--- config.mk ---
export PLATFORM = sky130hd
export DESIGN_NAME = enemy_shooter
export DESIGN_NICKNAME = d
export VERILOG_FILES = /design/src/rtl/game_pkg.sv /design/src/rtl/proj_slot.sv /design/src/rtl/enemy_shooter.sv
export SDC_FILE = /design/constraint.sdc
export NUM_CORES = 1
export LEC_CHECK = 0
export ABC_AREA = 1
export CAP_MARGIN = 20
export CORE_MARGIN = 2
export CORE_UTILIZATION = 45
export CTS_BUF_LIST = sky130_fd_sc_hd__clkbuf_4
export CTS_CLUSTER_DIAMETER = 200
export CTS_CLUSTER_SIZE = 25
export DETAILED_ROUTE_END_ITERATION = 8
export GPL_ROUTABILITY_DRIVEN = 0
export PLACE_DENSITY = 0.8
export SLEW_MARGIN = 20
export SYNTH_ARGS = -nofsm -noshare
export SYNTH_HDL_FRONTEND = slang
export SYNTH_SLANG_ARGS = --single-unit
--- constraint.sdc ---
create_clock -name clk_4 -period 6.21 [get_ports clk_4]
set_clock_uncertainty 0.15 [all_clocks]
set_input_delay 0.9315 -clock clk_4 [delete_from_list [all_inputs] [get_ports clk_4]]
set_output_delay 0.9315 -clock clk_4 [all_outputs]
set_load 0.005 [all_outputs]
--- src/rtl/game_pkg.sv ---
// Shared constants, FSM state type and helpers for the enemy projectile blocks.
package game_pkg;
   localparam int NUM_SLOTS     = 5;
   localparam int SLOT_W        = 9;
   localparam int COORD_W       = 10;
   localparam int SCREEN_BOTTOM = 460;
   localparam int PARK_X        = 0;
   localparam logic [SLOT_W-1:0] PARK_Y = 9'd470;

   typedef enum logic {ALIVE, DEAD} enemy_state_e;

   // Ordered subtraction so the distance never wraps negative.
   function automatic logic [COORD_W-1:0] abs_diff(input logic [COORD_W-1:0] a,
                                                   input logic [COORD_W-1:0] b);
      return (a >= b) ? (a - b) : (b - a);
   endfunction
endpackage

--- src/rtl/proj_slot.sv ---
// One enemy projectile slot: launch when free, fall each tick, park on bottom or kill.
module proj_slot
   import game_pkg::*;
#(
   parameter int XW     = SLOT_W,
   parameter int STEP   = 1,
   parameter int BOTTOM = SCREEN_BOTTOM
) (
   input  logic              clk_4,
   input  logic              clr,
   input  logic              launch,
   input  logic [XW-1:0]     launch_x,
   input  logic [SLOT_W-1:0] launch_y,
   input  logic              kill,
   output logic              active,
   output logic [XW-1:0]     x,
   output logic [SLOT_W-1:0] y
);
   logic              active_q, active_d;
   logic [XW-1:0]     x_q, x_d;
   logic [SLOT_W-1:0] y_q, y_d, y_step;

   assign y_step = y_q + SLOT_W'(STEP);

   // Kill and launch only matter for the slot's state at the start of the tick.
   always_comb begin
      active_d = active_q;
      x_d      = x_q;
      y_d      = y_q;
      if (!active_q) begin
         if (launch) begin
            active_d = 1'b1;
            x_d      = launch_x;
            y_d      = launch_y;
         end
      end else if (kill || (y_step >= SLOT_W'(BOTTOM))) begin
         active_d = 1'b0;
         x_d      = XW'(PARK_X);
         y_d      = PARK_Y;
      end else begin
         y_d = y_step;
      end
   end

   always_ff @(posedge clk_4) begin
      if (clr) begin
         active_q <= 1'b0;
         x_q      <= XW'(PARK_X);
         y_q      <= PARK_Y;
      end else begin
         active_q <= active_d;
         x_q      <= x_d;
         y_q      <= y_d;
      end
   end

   assign active = active_q;
   assign x      = x_q;
   assign y      = y_q;
endmodule

--- src/rtl/enemy_shooter.sv ---
// Per-enemy projectile manager: fire timer, lowest-free slot launch, hit detect and
// ALIVE/DEAD respawn FSM, with five proj_slot instances packed onto the outputs.
module enemy_shooter
   import game_pkg::*;
#(
   parameter int FIRE_PERIOD = 120,
   parameter int STEP        = 1,
   parameter int BOTTOM      = SCREEN_BOTTOM,
   parameter int SPAWN_DY    = 12,
   parameter int RESPAWN     = 240,
   parameter int HIT_HALF    = 10
) (
   input  logic        clk_4,
   input  logic        clr,
   input  logic        play,
   input  logic [9:0]  enemy_x,
   input  logic [9:0]  enemy_y,
   input  logic [4:0]  destroy,
   input  logic [9:0]  pproj_x,
   input  logic [9:0]  pproj_y,
   output logic [45:0] projectiles_x,
   output logic [44:0] projectiles_y,
   output logic        collide,
   output logic        alive,
   output logic        fire_evt
);
   localparam int TW = $clog2(FIRE_PERIOD + 1);
   localparam int CW = $clog2(RESPAWN + 1);

   enemy_state_e         state_q;
   logic [TW-1:0]        timer_q;
   logic [CW-1:0]        cnt_q;
   logic                 collide_q, alive_q, fire_evt_q;
   logic                 srst, hit, fire_ok;
   logic [NUM_SLOTS-1:0] active, free, grant, launch;
   logic [SLOT_W-1:0]    spawn_y;

   assign srst    = clr | ~play;
   assign spawn_y = enemy_y[SLOT_W-1:0] + SLOT_W'(SPAWN_DY);

   // Lowest set bit of the free mask, taken from slot state before this tick's updates.
   assign free  = ~active;
   assign grant = free & (~free + NUM_SLOTS'(1));

   assign hit = (state_q == ALIVE) &&
                (pproj_y < {1'b0, PARK_Y}) &&
                (abs_diff(pproj_x, enemy_x) < COORD_W'(HIT_HALF)) &&
                (abs_diff(pproj_y, enemy_y) < COORD_W'(HIT_HALF));

   // A hit wins over a coinciding fire attempt: the enemy dies instead of shooting.
   assign fire_ok = (state_q == ALIVE) && !hit &&
                    (timer_q == TW'(FIRE_PERIOD - 1)) && (|free);
   assign launch  = fire_ok ? grant : '0;

   for (genvar i = 0; i < NUM_SLOTS; i++) begin : g_slot
      localparam int XW = (i == NUM_SLOTS - 1) ? COORD_W : SLOT_W;
      logic [XW-1:0] sx;
      proj_slot #(.XW(XW), .STEP(STEP), .BOTTOM(BOTTOM)) u_slot (
         .clk_4    (clk_4),
         .clr      (srst),
         .launch   (launch[i]),
         .launch_x (enemy_x[XW-1:0]),
         .launch_y (spawn_y),
         .kill     (destroy[i]),
         .active   (active[i]),
         .x        (sx),
         .y        (projectiles_y[SLOT_W*i +: SLOT_W])
      );
      assign projectiles_x[SLOT_W*i +: XW] = sx;
   end

   always_ff @(posedge clk_4) begin
      if (srst) begin
         state_q    <= ALIVE;
         timer_q    <= '0;
         cnt_q      <= '0;
         collide_q  <= 1'b0;
         alive_q    <= 1'b1;
         fire_evt_q <= 1'b0;
      end else begin
         collide_q  <= 1'b0;
         fire_evt_q <= 1'b0;
         case (state_q)
            ALIVE: begin
               if (hit) begin
                  collide_q <= 1'b1;
                  alive_q   <= 1'b0;
                  state_q   <= DEAD;
                  cnt_q     <= CW'(RESPAWN - 1);
                  timer_q   <= '0;
               end else begin
                  timer_q    <= (timer_q == TW'(FIRE_PERIOD - 1)) ? '0 : timer_q + TW'(1);
                  fire_evt_q <= fire_ok;
               end
            end
            DEAD: begin
               if (cnt_q == '0) begin
                  state_q <= ALIVE;
                  alive_q <= 1'b1;
               end else begin
                  cnt_q <= cnt_q - CW'(1);
               end
            end
            default: state_q <= ALIVE;
         endcase
      end
   end

   assign collide  = collide_q;
   assign alive    = alive_q;
   assign fire_evt = fire_evt_q;
endmodule

Yosys cells after proc, flatten, opt, wreduce, memory -nomap -nowiden

Index checks and enable logic that the tools add are counted.

Magnitude comparators: 10
Reductions and logical operators: 28
Bitwise logic cells: 6
Equality and inequality tests: 9
Add/subtract/negate cells: 13
Multiplexer cells: 59

Operator list:

| cell                                                        | number |
|---|---|
| 2-to-1 mux 9 bit                                            | 27 |
| 2-to-1 mux 10 bit                                           | 5 |
| adder 9 x 1 -> 9 bit, second input constant                 | 5 |
| >= comparator 9 bit, second input constant                  | 5 |
| subtractor 10 bit                                           | 4 |
| >= comparator 10 bit                                        | 2 |
| less-than comparator 10 x 4 -> 1 bit, second input constant | 2 |
| 2-to-1 mux 1 bit                                            | 19 |
| 2-to-1 mux 8 bit                                            | 2 |
| case mux 8 bit (2 select lines)                             | 1 |
| 2-to-1 mux 7 bit                                            | 2 |
| inequality test 2 bit, second input constant                | 7 |
| AND reduction 2 bit                                         | 7 |
| less-than comparator 10 x 9 -> 1 bit, second input constant | 1 |
| NOT 5 bit                                                   | 2 |
| nonzero test 2 bit                                          | 5 |
| adder 9 x 4 -> 9 bit, second input constant                 | 1 |
| zero test 8 bit                                             | 1 |
| subtractor 8 x 1 -> 8 bit, second input constant            | 1 |
| adder 7 x 1 -> 7 bit, second input constant                 | 1 |
| equality test 7 bit, second input constant                  | 1 |
| logical AND 1 bit                                           | 6 |
| adder 5 x 1 -> 5 bit, second input constant                 | 1 |
| bitwise AND 5 bit                                           | 1 |
| other kinds (10)                                            | 16 |

Output and inout port bits: 94
Bits of input ports: 48
Register bits after elaboration: 115
Word-level logic and storage cells: 146

Depth between registers and ports, before layout

Gate-level depths: netlist (run 1).

Word-level depth: 12
Gate-level depth with buffers: 23
Mapped depth without buffers: 23

Modules after synthesis

From an unflattened synthesis (run 1), not the netlist that was laid out.

Cell total of the unflattened synthesis: 1367
Area, all modules: 8618.3 um2

Modules (own cells, without submodules):

| module                           | times used | sequential area each (um2) | area each (um2) | cells an instance |
|---|---|---|---|---|
| proj_slot (g_slot[0].u_slot ...) | 4          | 380.4                      | 1006.0          | 147 |
| enemy_shooter                    | 1          | 380.4                      | 3458.3          | 624 |
| proj_slot (g_slot[4].u_slot)     | 1          | 400.4                      | 1136.1          | 155 |

Worst setup path before layout (run 1)

OpenSTA, ideal clock, no wires.

Kind: input-to-reg
Start point: in pproj_y[0]
End point: reg g_slot[0].u_slot.y_q[1]
Buffers on the path: 0
Stages on the path: 22
Required time: 5926 ps
Arrival: 3138 ps
Setup time: 134 ps
Slack: 2788 ps
Cell sequence: inv_1 -> ha_1 -> inv_1 -> fa_1 -> nand2_1 -> nand2_1 -> nand3_2 -> nand2_1 -> nand2_2 -> nand2_4 -> nand2_1 -> nand2_1 -> nand2_1 -> nand3_2 -> nor2_1 -> nand2_1 -> nor2_2 -> nor2_8 -> nand2_4 -> nand2_1 -> nand2_1 -> nand3_1

Longest elaborated chain between the ends: 10
Elaborated cells on any way between the ends: 15
Classes of those cells: add/sub: 2; order compare: 3; mux: 2; reduce/logical: 8

RTL lines:

| what                                                                      | RTL line                                 | RTL |
|---|---|---|
| start: declaration                                                        | enemy_shooter.sv:20                      | `input logic [9:0] pproj_y,` |
| subtractor 10 bit (tied with other cells)                                 | game_pkg.sv:15                           | `return (a >= b) ? (a - b) : (b - a);` |
| 2-to-1 mux 10 bit or logical AND 1 bit (tied branches)                    | game_pkg.sv:15, enemy_shooter.sv:45      |  |
| less-than comparator 10 x 4 -> 1 bit or logical AND 1 bit (tied branches) | enemy_shooter.sv:48, enemy_shooter.sv:46 |  |
| logical AND 1 bit *                                                       | enemy_shooter.sv:47                      | `(abs_diff(pproj_x, enemy_x) < COORD_W'(HIT_HALF)) &&` |
| zero test 1 bit *                                                         | enemy_shooter.sv:51                      | `assign fire_ok = (state_q == ALIVE) && !hit &&` |
| logical AND 1 bit * (2 in a row)                                          | enemy_shooter.sv:51                      |  |
| logical AND 1 bit *                                                       | enemy_shooter.sv:52                      | `(timer_q == TW'(FIRE_PERIOD - 1)) && (\|free);` |
| 2-to-1 mux 5 bit *                                                        | enemy_shooter.sv:53                      | `assign launch = fire_ok ? grant : '0;` |
| nonzero test 2 bit (no line) *                                            | -                                        |  |
| end signal: assignment                                                    | proj_slot.sv:53                          | `y_q <= y_d;` |
| end: declaration                                                          | proj_slot.sv:21                          | `logic [SLOT_W-1:0] y_q, y_d, y_step;` |

Mark *: on every way between the ends. The rest lies on a longest branch, timed or not.
A chain may end at the register's enable or synchronous reset.

Worst setup path after layout (run 1)

Start point: in enemy_y[2]
End point: reg g_slot[0].u_slot.y_q[1]

Longest elaborated chain between the ends: 10
Elaborated cells on any way between the ends: 12
Classes of those cells: add/sub: 2; order compare: 2; mux: 2; reduce/logical: 6

RTL lines:

| what                                                      | RTL line            | RTL |
|---|---|---|
| start: declaration                                        | enemy_shooter.sv:17 | `input logic [9:0] enemy_y,` |
| subtractor 10 bit or >= comparator 10 bit (tied branches) | game_pkg.sv:15      |  |
| 2-to-1 mux 10 bit *                                       | game_pkg.sv:15      |  |
| less-than comparator 10 x 4 -> 1 bit *                    | enemy_shooter.sv:48 | `(abs_diff(pproj_y, enemy_y) < COORD_W'(HIT_HALF));` |
| logical AND 1 bit *                                       | enemy_shooter.sv:47 |  |
| zero test 1 bit *                                         | enemy_shooter.sv:51 |  |
| logical AND 1 bit * (2 in a row)                          | enemy_shooter.sv:51 |  |
| logical AND 1 bit *                                       | enemy_shooter.sv:52 |  |
| 2-to-1 mux 5 bit *                                        | enemy_shooter.sv:53 |  |
| nonzero test 2 bit (no line) *                            | -                   |  |

Marked as above.

==> results.txt, run 1 <==
Outcome - finished clean
Post-Synth Simple-Gate Area - 0.3625
Buf/Inv on CP - 2
VDD IR max - 0.09934 mV
Top cell by count, worst path - nand2_1
Antenna cells - 0
Area growth syn-to-layout - 20.82%
Reg-to-Reg Start - timer_q[0]$_SDFFE_PP0N_
Global Route Usage Sum - 0.2463
Nets - 1487
Worst Hold Class - reg2reg
Post-Syn Area - 8526 um^2
R2R depth - 11
Max stage delay on crit path - 0.74 ns
Relative slew slack - 0.3616
Synth Area in Adders - 0.08424
Final Cycle Share - 0.7035
Worst Setup SP - enemy_y[2]
Post-synth top area share - 0.2700
Number of buffers created by CTS - 17
Mux cell area share after synthesis - 0
Drt first pass iters - 5
Clock buffer depth - 2
Final Hold Viols - 0
Slowest cell on crit path - clkdlybuf4s50_1
WP data arrival - 4.68 ns
FMAX - 0.2289 GHz
Xor and xnor area share after synthesis - 0.05136
GRT Residual Overflow - 0
Distinct cells, synth - 43
Cells after Synth - 1274
Leading area contributor after synthesis - dfxtp_1
Worst Setup Start Kind - input port
Worst setup endpoint - g_slot[0].u_slot.y[1]$_SDFFE_PP1P_
First-pass GRT wire length - 40140 um
Cts hold-fix bufs - 0
Core area - 18640 um^2
Clock root buffer - clkbuf_4
Starting Density - 0.4573
Post-DP HPWL - 18920 um
Per-cell routed wire length - 15.54 um
Power density cells - 169.5 nW/um^2
Storage element area - 2302 um^2
CP delay by family, top - simple AND/OR/NAND/NOR gates
Crit path depth - 21
Crit path kind - in2reg
Htree depth - 4
Synth top area cells - dfxtp_1 (27%), nand2_1 (12%), nand3_1 (11%)
# IOs - 142
Clk sinks - 115
Worst-Margin Slew - 0.9561 ns
Fin crit period - 4.369 ns
Ys flop type - dfxtp_1
Fillers - 1735
Share of the yosys chip area belonging to registers - 0.2700
Synthesized area per cell - 6.692 um^2
Overall die width - 141.6 um
Cell leakage power - 4.599 nW
Worst-path clk slew - 0.11 ns
Critical Path RT - 6.52 ns
Iteration-0 DRC Markers - 914
Terminus of the critical flop-to-flop path - g_slot[4].u_slot.y[1]$_SDFFE_PP1P_
Die height - 141.6 um
DRC errors left - 0
CTS tree - built
FP Rows - 50
Setup TNS - 0 ns
Vias in the first global route - 7860
# Max-Cap Violations - 0
Yosys reg bits - 115
Ys Warns - 0
Initial antenna violation count - 0
Multi-input gate area - 5284 um^2
Post-CTS Setup Repair Bufs - 0
Post-cts repair resize count - 0
Async S/R FF share, synth - 0
FF-to-FF setup slack - 3.19 ns
Post-Syn Nets - 1377
CP cell instances - clkdlybuf4s50_1 -> inv_1 -> ha_1 -> nand2_1 -> nand2_1 -> nand3_2 -> nand2_1 -> nand2_2 -> nand2_4 -> nand2_1 -> nand2_1 -> nand2_1 -> nand3_2 -> nor2_1 -> nand2_1 -> nor2_2 -> nor2_8 -> nand2_4 -> nand2_1 -> nand2_1 -> nand3_1
Final ANT Viol Nets - 0
Layout cells sized above 1 - 0.05870
Via count - 9092
Max Slew Vio Count - 0
Post-synth EDFFs - 0
Clock latency at the later pin of the worst-skew pair - 0.52 ns
Final setup violation count - 0
Largest family of logic cells by synthesized area - simple AND/OR/NAND/NOR gates
Worst Path Max Fanout - 53
Complex-gate fraction of the synthesized area - 0.1208
Unrepaired setup endpoints after global routing - false
Final Power - 1.746 mW
Setup crit end kind - register
Drt total wl - 25340 um
Via density - 5.574
Buffers on Ports - 141
Largest net degree at the start of global routing - 54
Die area - 20060 um^2
## cell families (layout without fill, tap and decap cells)
| logic type | after synthesis | count (layout) |
|---|---|---|
| XOR/XNOR | 50 | 50 |
| buffers and inverters | 224 | 347 |
| AND/OR/NAND/NOR | 652 | 652 |
| AO/OA/AOI/OAI | 178 | 178 |
| flip-flops | 115 | 115 |
| adder cells (fa/ha/maj) | 55 | 55 |
## Yosys cell counts, types with 3 or more instances
cell type  count
clkbuf_1      29
or2_2          5
nand4_1       61
o21bai_1       6
nand3b_1       5
buf_1          3
nand4_4        4
nand3_2        5
a21oi_2        5
o22ai_1       16
o211ai_1       6
fa_1           4
a31oi_1        3
nand3_1      180
nor2_1        79
a21oi_1      104
nor3_1        11
nand2_2        9
xnor2_1        4
xor2_1        46
buf_6         10
buf_2          7
inv_1        163
nand2_4        4
buf_4          6
inv_2          5
nor2_2         6
a22oi_1       20
ha_1          51
dfxtp_1      115
o21ai_0       12
nand2_1      277
## cell usage in the layout (no fill, tap or decap), types with 6 or more instances in the layout
cell type	count
dfxtp_1	115
clkbuf_4	17
nand3_1	180
clkdlybuf4s50_1	141
nand4_1	61
nand2_1	277
o21ai_0	12
o211ai_1	6
o21bai_1	6
a22oi_1	20
a21oi_1	104
nor3_1	11
inv_1	162
xor2_1	46
nand2_2	9
nor2_2	6
o22ai_1	16
ha_1	51
inv_2	6
nor2_1	78
## area by class of cell
class,count,area share
timing repair buffer,146,0.1407
clock buffer,17,0.01239
multi-input combinational,935,0.5129
clock inverter,15,0.02053
inverter,169,0.06158
tap,234,0.02842
sequential,115,0.2235
## power breakdown
part	internal, mW	leakage (nW)	switching [mW]
Combinational	0.128	3.50	0.220
Clock	0.357	0.173	0.303
Sequential	0.738	0.927	0.000614
## registers in the layout, indices dropped and copies added, names as in the netlist
register / flops
alive: 1
state_q: 1
fire_evt: 1
g_slot.u_slot.active: 5
g_slot.u_slot.x: 46
cnt_q: 8
timer_q: 7
g_slot.u_slot.y: 45
collide: 1
## metal layers
layer / vias up / track usage / part of all wire
met2: 398 / 0.3861 / 0.45
li1: 4456 / - / -
met1: 4195 / 0.3537 / 0.44
met5: - / 0 / 0
met4: 0 / 0.05632 / 0.018
met3: 43 / 0.04354 / 0.091
## stage by stage
stage | cell area [um^2] | instances | worst slack, ns | util | hold WS [ns]
floorplan | 8526 | 1274 | 2.788 | - | 0.2903
detailed placement | 9962 | 1599 | 1.415 | 0.5344 | 0.3143
global route | 10300 | 1631 | 1.651 | 0.5526 | 0.3530
CTS | 10300 | 1631 | 1.972 | 0.5526 | 0.3297
global placement | 9962 | 1599 | 1.501 | 0.5344 | 0.3056
finish | 10300 | 1631 | 1.841 | 0.5526 | 0.3348
## worst min-delay path by stage
stage / slack (ns) / cells past startpoint / startpoint / end
floorplan: 0.29 / 1 / cnt_q[0]$_SDFFE_PP0P_ / cnt_q[0]$_SDFFE_PP0P_
global placement: 0.31 / 2 / timer_q[3]$_SDFFE_PP0N_ / timer_q[3]$_SDFFE_PP0N_
detailed placement: 0.31 / 2 / timer_q[3]$_SDFFE_PP0N_ / timer_q[3]$_SDFFE_PP0N_
CTS: 0.33 / 2 / timer_q[3]$_SDFFE_PP0N_ / timer_q[3]$_SDFFE_PP0N_
global route: 0.35 / 2 / timer_q[1]$_SDFFE_PP0N_ / timer_q[1]$_SDFFE_PP0N_
finish: 0.33 / 2 / timer_q[3]$_SDFFE_PP0N_ / timer_q[3]$_SDFFE_PP0N_
## worst register-to-register path, cell delays in order, from the launching register on
cell and delay [ns]:
dfxtp_1 0.39, ha_1 0.19, nand2_1 0.08, inv_1 0.08, nand4_1 0.09, inv_1 0.13
o31ai_1 0.10, inv_2 0.72, nand4_4 0.52, nand2_1 0.37, nand2_1 0.09, nand3_1 0.07
Power figures use the tool's default switching activity.
==> run 2, diff against run 1 <==
--- a/config.mk
+++ b/config.mk
@@ -14,7 +14,7 @@
 export CTS_CLUSTER_SIZE = 25
 export DETAILED_ROUTE_END_ITERATION = 8
 export GPL_ROUTABILITY_DRIVEN = 0
-export PLACE_DENSITY = 0.8
+export PLACE_DENSITY = 0.83
 export SLEW_MARGIN = 20
 export SYNTH_ARGS = -nofsm -noshare
 export SYNTH_HDL_FRONTEND = slang
==> constraint.sdc (replaced) <==
create_clock -name clk_4 -period 3.8 [get_ports clk_4]
set_clock_uncertainty 0.15 [all_clocks]
set_input_delay 0.57 -clock clk_4 [delete_from_list [all_inputs] [get_ports clk_4]]
set_output_delay 0.57 -clock clk_4 [all_outputs]
set_load 0.005 [all_outputs]
==> run 2 against run 1 <==
- register-to-register slack worse by 2.1 ns
- critical path depth is the same
- worst setup slack lost 1.4 ns
- non-clock buffer count is 51 higher
- sequential power is 64% higher
- hold slack worse by 0.014 ns
- first-iteration DRC count decreased by 24%
- global-route usage increased by 1.1 points
- flip-flop and latch count unchanged
- power is 48% higher
- critical endpoint is now g_slot[0].u_slot.y[6]$_SDFFE_PP1P_
==> results.txt, run 2 (synthesis results as in run 1) <==
Outcome - finished clean
Max Slew Vio Count - 0 (unchanged)
Max stage delay on crit path - 0.43 ns (-0.31 ns)
Post-cts repair resize count - 0 (unchanged)
GRT Residual Overflow - 0 (unchanged)
VDD IR max - 0.1526 mV (+54%)
Reg-to-Reg Start - g_slot[4].u_slot.y[0]$_SDFFE_PP0P_
Iteration-0 DRC Markers - 697 (-24%)
CP delay by family, top - simple AND/OR/NAND/NOR gates
DRC errors left - 0 (unchanged)
Antenna cells - 0 (unchanged)
Clk sinks - 115 (unchanged)
Buffers on Ports - 141 (unchanged)
CTS tree - built
FP Rows - 50 (unchanged)
Drt total wl - 26180 um (+3.3%)
FMAX - 0.2942 GHz
Critical Path RT - 4.03 ns (-2.49 ns)
Worst Setup SP - pproj_y[0]
Final instance area - 10580 um^2 (+2.7%)
Die area - 20060 um^2 (unchanged)
Clock root buffer - clkbuf_4
First-pass GRT wire length - 41880 um (+4.3%)
Unrepaired setup endpoints after global routing - false
Vias in the first global route - 8551 (+8.8%)
Setup crit end kind - register
Crit path kind - in2reg
Worst Setup Start Kind - input port
Slowest cell on crit path - clkdlybuf4s50_1
Worst-path clk slew - 0.10 ns (about the same)
WP data arrival - 3.63 ns (-1.05 ns)
Power density cells - 244.6 nW/um^2 (+44%)
Core area - 18640 um^2 (unchanged)
CP cell instances - clkdlybuf4s50_1 -> inv_1 -> ha_1 -> inv_1 -> fa_1 -> nand2_1 -> nand2_1 -> nand3_2 -> nand2_1 -> a21oi_1 -> nand2_1 -> nand3_1 -> nand3_1 -> nor2_1 -> nand2_1 -> nor2_2 -> nor2_8 -> nand2_4 -> nand2_1 -> nand2_1 -> nand3_1
Final setup violation count - 0 (unchanged)
Worst Path Max Fanout - 6 (-89%)
Final Cycle Share - 0.8945
Layout cells sized above 1 - 0.08990 (+0.03121)
Worst Hold Class - reg2reg
Global Route Usage Sum - 0.2575 (+0.01118)
Cts hold-fix bufs - 0 (unchanged)
Initial antenna violation count - 0 (unchanged)
Via count - 9323 (+2.5%)
Via density - 5.549 (-0.45%)
Number of buffers created by CTS - 17 (unchanged)
Buf/Inv on CP - 3 (+1)
Die height - 141.6 um (unchanged)
Area growth syn-to-layout - 24.11%
Post-DP HPWL - 19740 um (+4.3%)
Cell leakage power - 4.792 nW (+4.2%)
Drt first pass iters - 6 (+1)
Hold_sp - timer_q[3]$_SDFFE_PP0N_
Per-cell routed wire length - 15.58 um (+0.29%)
Fillers - 1715 (-1.2%)
Worst-Margin Slew - 0.8171 ns (-0.1390 ns)
# Max-Cap Violations - 0 (unchanged)
Nets - 1538 (+3.4%)
Top cell by count, worst path - nand2_1
Final ANT Viol Nets - 0 (unchanged)
Clock latency at the later pin of the worst-skew pair - 0.52 ns (about the same)
Fin crit period - 3.399 ns
DP Area - 10360 um^2 (+4.0%)
Final Hold Viols - 0 (unchanged)
# IOs - 142 (unchanged)
Starting Density - 0.4573 (unchanged)
Htree depth - 4 (unchanged)
Max reg flops - 46 (unchanged)
Commonest non-fill, non-tap cell in the layout - nand2_1
Hold slack - 0.3207 ns (-0.01401 ns)
Post-CTS Setup Repair Bufs - 0 (unchanged)
Clock buffer depth - 2 (unchanged)
Largest net degree at the start of global routing - 53 (-1.9%)
Relative slew slack - 0.4534 (+0.09175)
Commonest cells after routing, fill and taps aside - nand2_1 (277), nand3_1 (180), inv_1 (162)
Overall die width - 141.6 um (unchanged)
==> run 2: cell count changes in the layout (fill, tap and decap cells not counted), moves of 2 or more <==
cell	previous run	this run
inv_6	2	0
bufinv_16	5	1
clkbuf_4	17	21
buf_4	5	55
==> run 2: area by class of cell <==
type	instances	area (um^2)	share of cell area
Clock buffer	21	157.7	0.01490
Clock inverter	9	66.31	0.006267
Inverter	169	634.4	0.05995
Multi-Input combinational cell	935	5284	0.4993
Sequential cell	115	2302	0.2176
Tap cell	234	292.8	0.02767
Timing Repair Buffer	197	1844	0.1743
==> run 2: report_power, final <==
group | switching, mW | internal, mW | total, mW
clock network | 0.438 | 0.333 | 0.771
registers | 0.00112 | 1.21 | 1.21
logic | 0.376 | 0.234 | 0.610
==> run 2: per-stage QoR <==
stage / power (mW) / utilization / setup TNS, ns / worst slack, ns / instances
after global routing: 2.725 / 0.5676 / 0 / 0.1129 / 1680
after floorplan: 1.617 / - / 0 / 0.7394 / 1274
final: 2.588 / 0.5676 / 0 / 0.4007 / 1680
after global placement: 1.814 / 0.5556 / 0 / 0.06607 / 1650
after detailed placement: 1.827 / 0.5556 / -2.138 / -0.06446 / 1650
after CTS: 2.587 / 0.5676 / 0 / 0.4641 / 1680
==> run 2: path summary, 6_finish.rpt <==
kind / endpoint / slack (ns) / cells past startpoint
setup / recovery: g_slot[0].u_slot.y[6]$_SDFFE_PP1P_ / 0.40 / 21
hold / removal: timer_q[3]$_SDFFE_PP0N_ / 0.32 / 2
setup reg to reg: g_slot[4].u_slot.y[3]$_SDFFE_PP0P_ / 1.13 / 15
hold reg to reg: timer_q[3]$_SDFFE_PP0N_ / 0.32 / 2
==> run 2: worst min-delay path: stages (launching register included) <==
cell,delay [ns]
dfxtp_1,0.32
nand2_1,0.06
a21oi_1,0.05
==> run 2: per-layer routing <==
metal,track usage,up-vias,routed length [um]
met5,0,-,0
met4,0.1121,0,1064
met3,0.04590,83,2077
met2,0.4234,424,11970
met1,0.3321,4261,11070
li1,-,4555,-
==> run 3, diff against run 2 <==
--- a/config.mk
+++ b/config.mk
@@ -8,13 +8,13 @@
 export ABC_AREA = 1
 export CAP_MARGIN = 20
 export CORE_MARGIN = 2
-export CORE_UTILIZATION = 45
+export CORE_UTILIZATION = 40
 export CTS_BUF_LIST = sky130_fd_sc_hd__clkbuf_4
 export CTS_CLUSTER_DIAMETER = 200
 export CTS_CLUSTER_SIZE = 25
 export DETAILED_ROUTE_END_ITERATION = 8
 export GPL_ROUTABILITY_DRIVEN = 0
-export PLACE_DENSITY = 0.83
+export PLACE_DENSITY = 0.76
 export SLEW_MARGIN = 20
 export SYNTH_ARGS = -nofsm -noshare
 export SYNTH_HDL_FRONTEND = slang
==> run 3 against run 2 <==
- global-route usage decreased by 2.4 points
- fmax is 2.1% higher
- critical endpoint is now g_slot[2].u_slot.y[3]$_SDFFE_PP0P_
- clock-buffer cell count fell by 4
- sequential share of layout area is 0.35 points lower
- first-iteration DRC count grew 14%
- non-clock buffer count is 5 higher
- power is 7.5% higher
- largest cell class unchanged
- hold slack improved by 0.011 ns
==> results.txt, run 3 (synthesis results as in run 1) <==
First-pass GRT wire length - 42020 um (+0.35%)
Largest net degree at the start of global routing - 53 (unchanged)
DP Worst Slack - -0.08685 ns (-0.02239 ns)
Vias in the first global route - 8507 (-0.51%)
Clock buffer depth - 2 (unchanged)
Final Cycle Share - 0.8759 (-0.01863)
Initial antenna violation count - 0 (unchanged)
Worst setup endpoint - g_slot[2].u_slot.y[3]$_SDFFE_PP0P_
Iteration-0 DRC Markers - 795 (+14%)
Final setup violation count - 0 (unchanged)
Buffers on Ports - 141 (unchanged)
Unrepaired setup endpoints after global routing - false
Nets - 1543 (+0.33%)
Cell leakage power - 4.849 nW (+1.2%)
Max stage delay on crit path - 0.49 ns (+0.06 ns)
Global Route Usage Sum - 0.2333 (-0.02420)
Clock latency at the later pin of the worst-skew pair - 0.55 ns (+0.03 ns)
VDD IR max - 0.1862 mV (+22%)
# IOs - 142 (unchanged)
Per-cell routed wire length - 15.26 um (-2.0%)
# Max-Cap Violations - 0 (unchanged)
Worst Setup SP - enemy_y[0]
Post-DP HPWL - 20090 um (+1.8%)
Worst Setup Start Kind - input port
DRC errors left - 0 (unchanged)
Terminus of the critical flop-to-flop path - g_slot[4].u_slot.y[3]$_SDFFE_PP0P_
Worst-Margin Slew - 0.8955 ns (+0.07838 ns)
R2R depth - 15 (unchanged)
Max Slew Vio Count - 0 (unchanged)
Die height - 150.0 um (+5.9%)
Reg-to-Reg Start - g_slot[4].u_slot.y[0]$_SDFFE_PP0P_
Placed insts - 1696 (+2.8%)
Drt first pass iters - 5 (-1)
Worst Hold Class - reg2reg
Storage element area - 2302 um^2 (unchanged)
Area growth syn-to-layout - 26.15%
Clk sinks - 115 (unchanged)
Outcome - finished clean
Met2 GRT Util - 0.3806 (-0.04276)
Setup crit end kind - register
Final Power - 2.783 mW (+7.5%)
Critical Path RT - 4.11 ns (+0.08 ns)
CTS tree - built
Die area - 22500 um^2 (+12%)
FMAX - 0.3004 GHz (+2.1%)
GRT Residual Overflow - 0 (unchanged)
Clock root buffer - clkbuf_4
Post-CTS Setup Repair Bufs - 0 (unchanged)
WP data arrival - 3.63 ns (about the same)
Power density cells - 258.7 nW/um^2 (+5.8%)
Fin crit period - 3.328 ns (-0.07078 ns)
Relative slew slack - 0.4008 (-0.05261)
Antenna cells - 0 (unchanged)
Overall die width - 150.0 um (+5.9%)
Htree depth - 4 (unchanged)
Starting Density - 0.4069 (-0.05046)
Layout cells sized above 1 - 0.09366 (+0.003761)
Gr busiest metal - met2
FF-to-FF setup slack - 1.09 ns (-0.04 ns)
Final instance area - 10760 um^2 (+1.6%)
Commonest non-fill, non-tap cell in the layout - nand2_1
FP Rows - 53 (+6.0%)
Crit path kind - in2reg
Slowest cell on crit path - clkdlybuf4s50_1
DP Area - 10460 um^2 (+0.98%)
Via density - 5.401 (-2.7%)
Commonest cells after routing, fill and taps aside - nand2_1 (277), nand3_1 (180), inv_1 (162)
Post-cts repair resize count - 0 (unchanged)
Max reg flops - 46 (unchanged)
Via count - 9328 (+0.054%)
Top cell by count, worst path - nand2_1
GRT met3 Usage - 0.03750 (-0.008399)
Drt total wl - 26360 um (+0.69%)
Multi-input gate area - 5284 um^2 (unchanged)
Met1 Use GR - 0.3097 (-0.02242)
Final Worst Setup Slack - 0.4715 ns (+0.07078 ns)
Setup TNS - 0 ns (unchanged)
Layout Cells excl Fill - 1727 (+2.8%)
Number of buffers created by CTS - 17 (unchanged)
Final Hold Viols - 0 (unchanged)
Worst-path clk slew - 0.11 ns (about the same)
Fillers - 2086 (+22%)
Cts hold-fix bufs - 0 (unchanged)
CP cell instances - clkdlybuf4s50_1 -> ha_1 -> inv_1 -> fa_1 -> nand2_1 -> nand2_1 -> nand3_2 -> nand2_1 -> a21oi_1 -> nand2_1 -> nand3_1 -> nand4_1 -> nor2_2 -> nand2_4 -> nand4_4 -> buf_4 -> nand3_1 -> nand2_1 -> nor2_1
Worst Path Max Fanout - 22 (+16)
Core area - 20960 um^2 (+12%)
Final ANT Viol Nets - 0 (unchanged)
-- run 3: changes by cell type in the layout (fill, tap and decap cells not counted) --
cell,previous run,this run
bufinv_16,1,4
buf_12,1,2
clkinvlp_4,1,2
clkbuf_4,21,17
buf_4,55,59
clkinv_2,2,3
-- run 3: critical path: cells and delay by family --
| kind | cells | cell delay (ns) |
|---|---|---|
| adders and majority gates | 2 | 0.60 |
| AOI/OAI and AO/OA | 1 | 0.28 |
| buffers and inverters | 3 | 0.85 |
| and+or+nand+nor | 13 | 1.31 |
-- run 3: layer usage --
layer / routed length, um / share of wire
met2: 12180 / 0.46
met4: 649 / 0.025
met3: 1971 / 0.075
met5: 0 / 0
met1: 11550 / 0.44
-- run 3: worst min path at each step --
stage                                  startpoint                      end  slack [ns]  depth (start not counted)
after floorplan             cnt_q[0]$_SDFFE_PP0P_    cnt_q[0]$_SDFFE_PP0P_        0.29                          1
after global placement    timer_q[3]$_SDFFE_PP0N_  timer_q[3]$_SDFFE_PP0N_        0.30                          2
after detailed placement  timer_q[3]$_SDFFE_PP0N_  timer_q[3]$_SDFFE_PP0N_        0.31                          2
after CTS                 timer_q[3]$_SDFFE_PP0N_  timer_q[3]$_SDFFE_PP0N_        0.34                          2
after global routing        cnt_q[0]$_SDFFE_PP0P_    cnt_q[0]$_SDFFE_PP0P_        0.36                          1
final                     timer_q[3]$_SDFFE_PP0N_  timer_q[3]$_SDFFE_PP0N_        0.33                          2
-- run 3: stage by stage --
stage / util / hold slack, ns
6_report: 0.5133 / 0.3321
2_1_floorplan: - / 0.2903
3_3_place_gp: 0.4991 / 0.3023
5_1_grt: 0.5133 / 0.3580
3_5_place_dp: 0.4991 / 0.3075
4_1_cts: 0.5133 / 0.3356
-- run 3: power by group --
group,leakage (nW),internal (mW),total [mW],switching (mW)
Clock,0.155,0.503,0.968,0.465
Sequential,0.927,1.21,1.21,0.00102
Combinational,3.77,0.238,0.608,0.370
-- run 3: layout make-up --
cell class                      instances  share of cell area
Clock buffer                           17             0.01187
Tap cell                              275             0.03199
Sequential cell                       115              0.2141
Multi-Input combinational cell        935              0.4913
Clock inverter                         14             0.01571
Timing Repair Buffer                  202              0.1761
Inverter                              169             0.05898
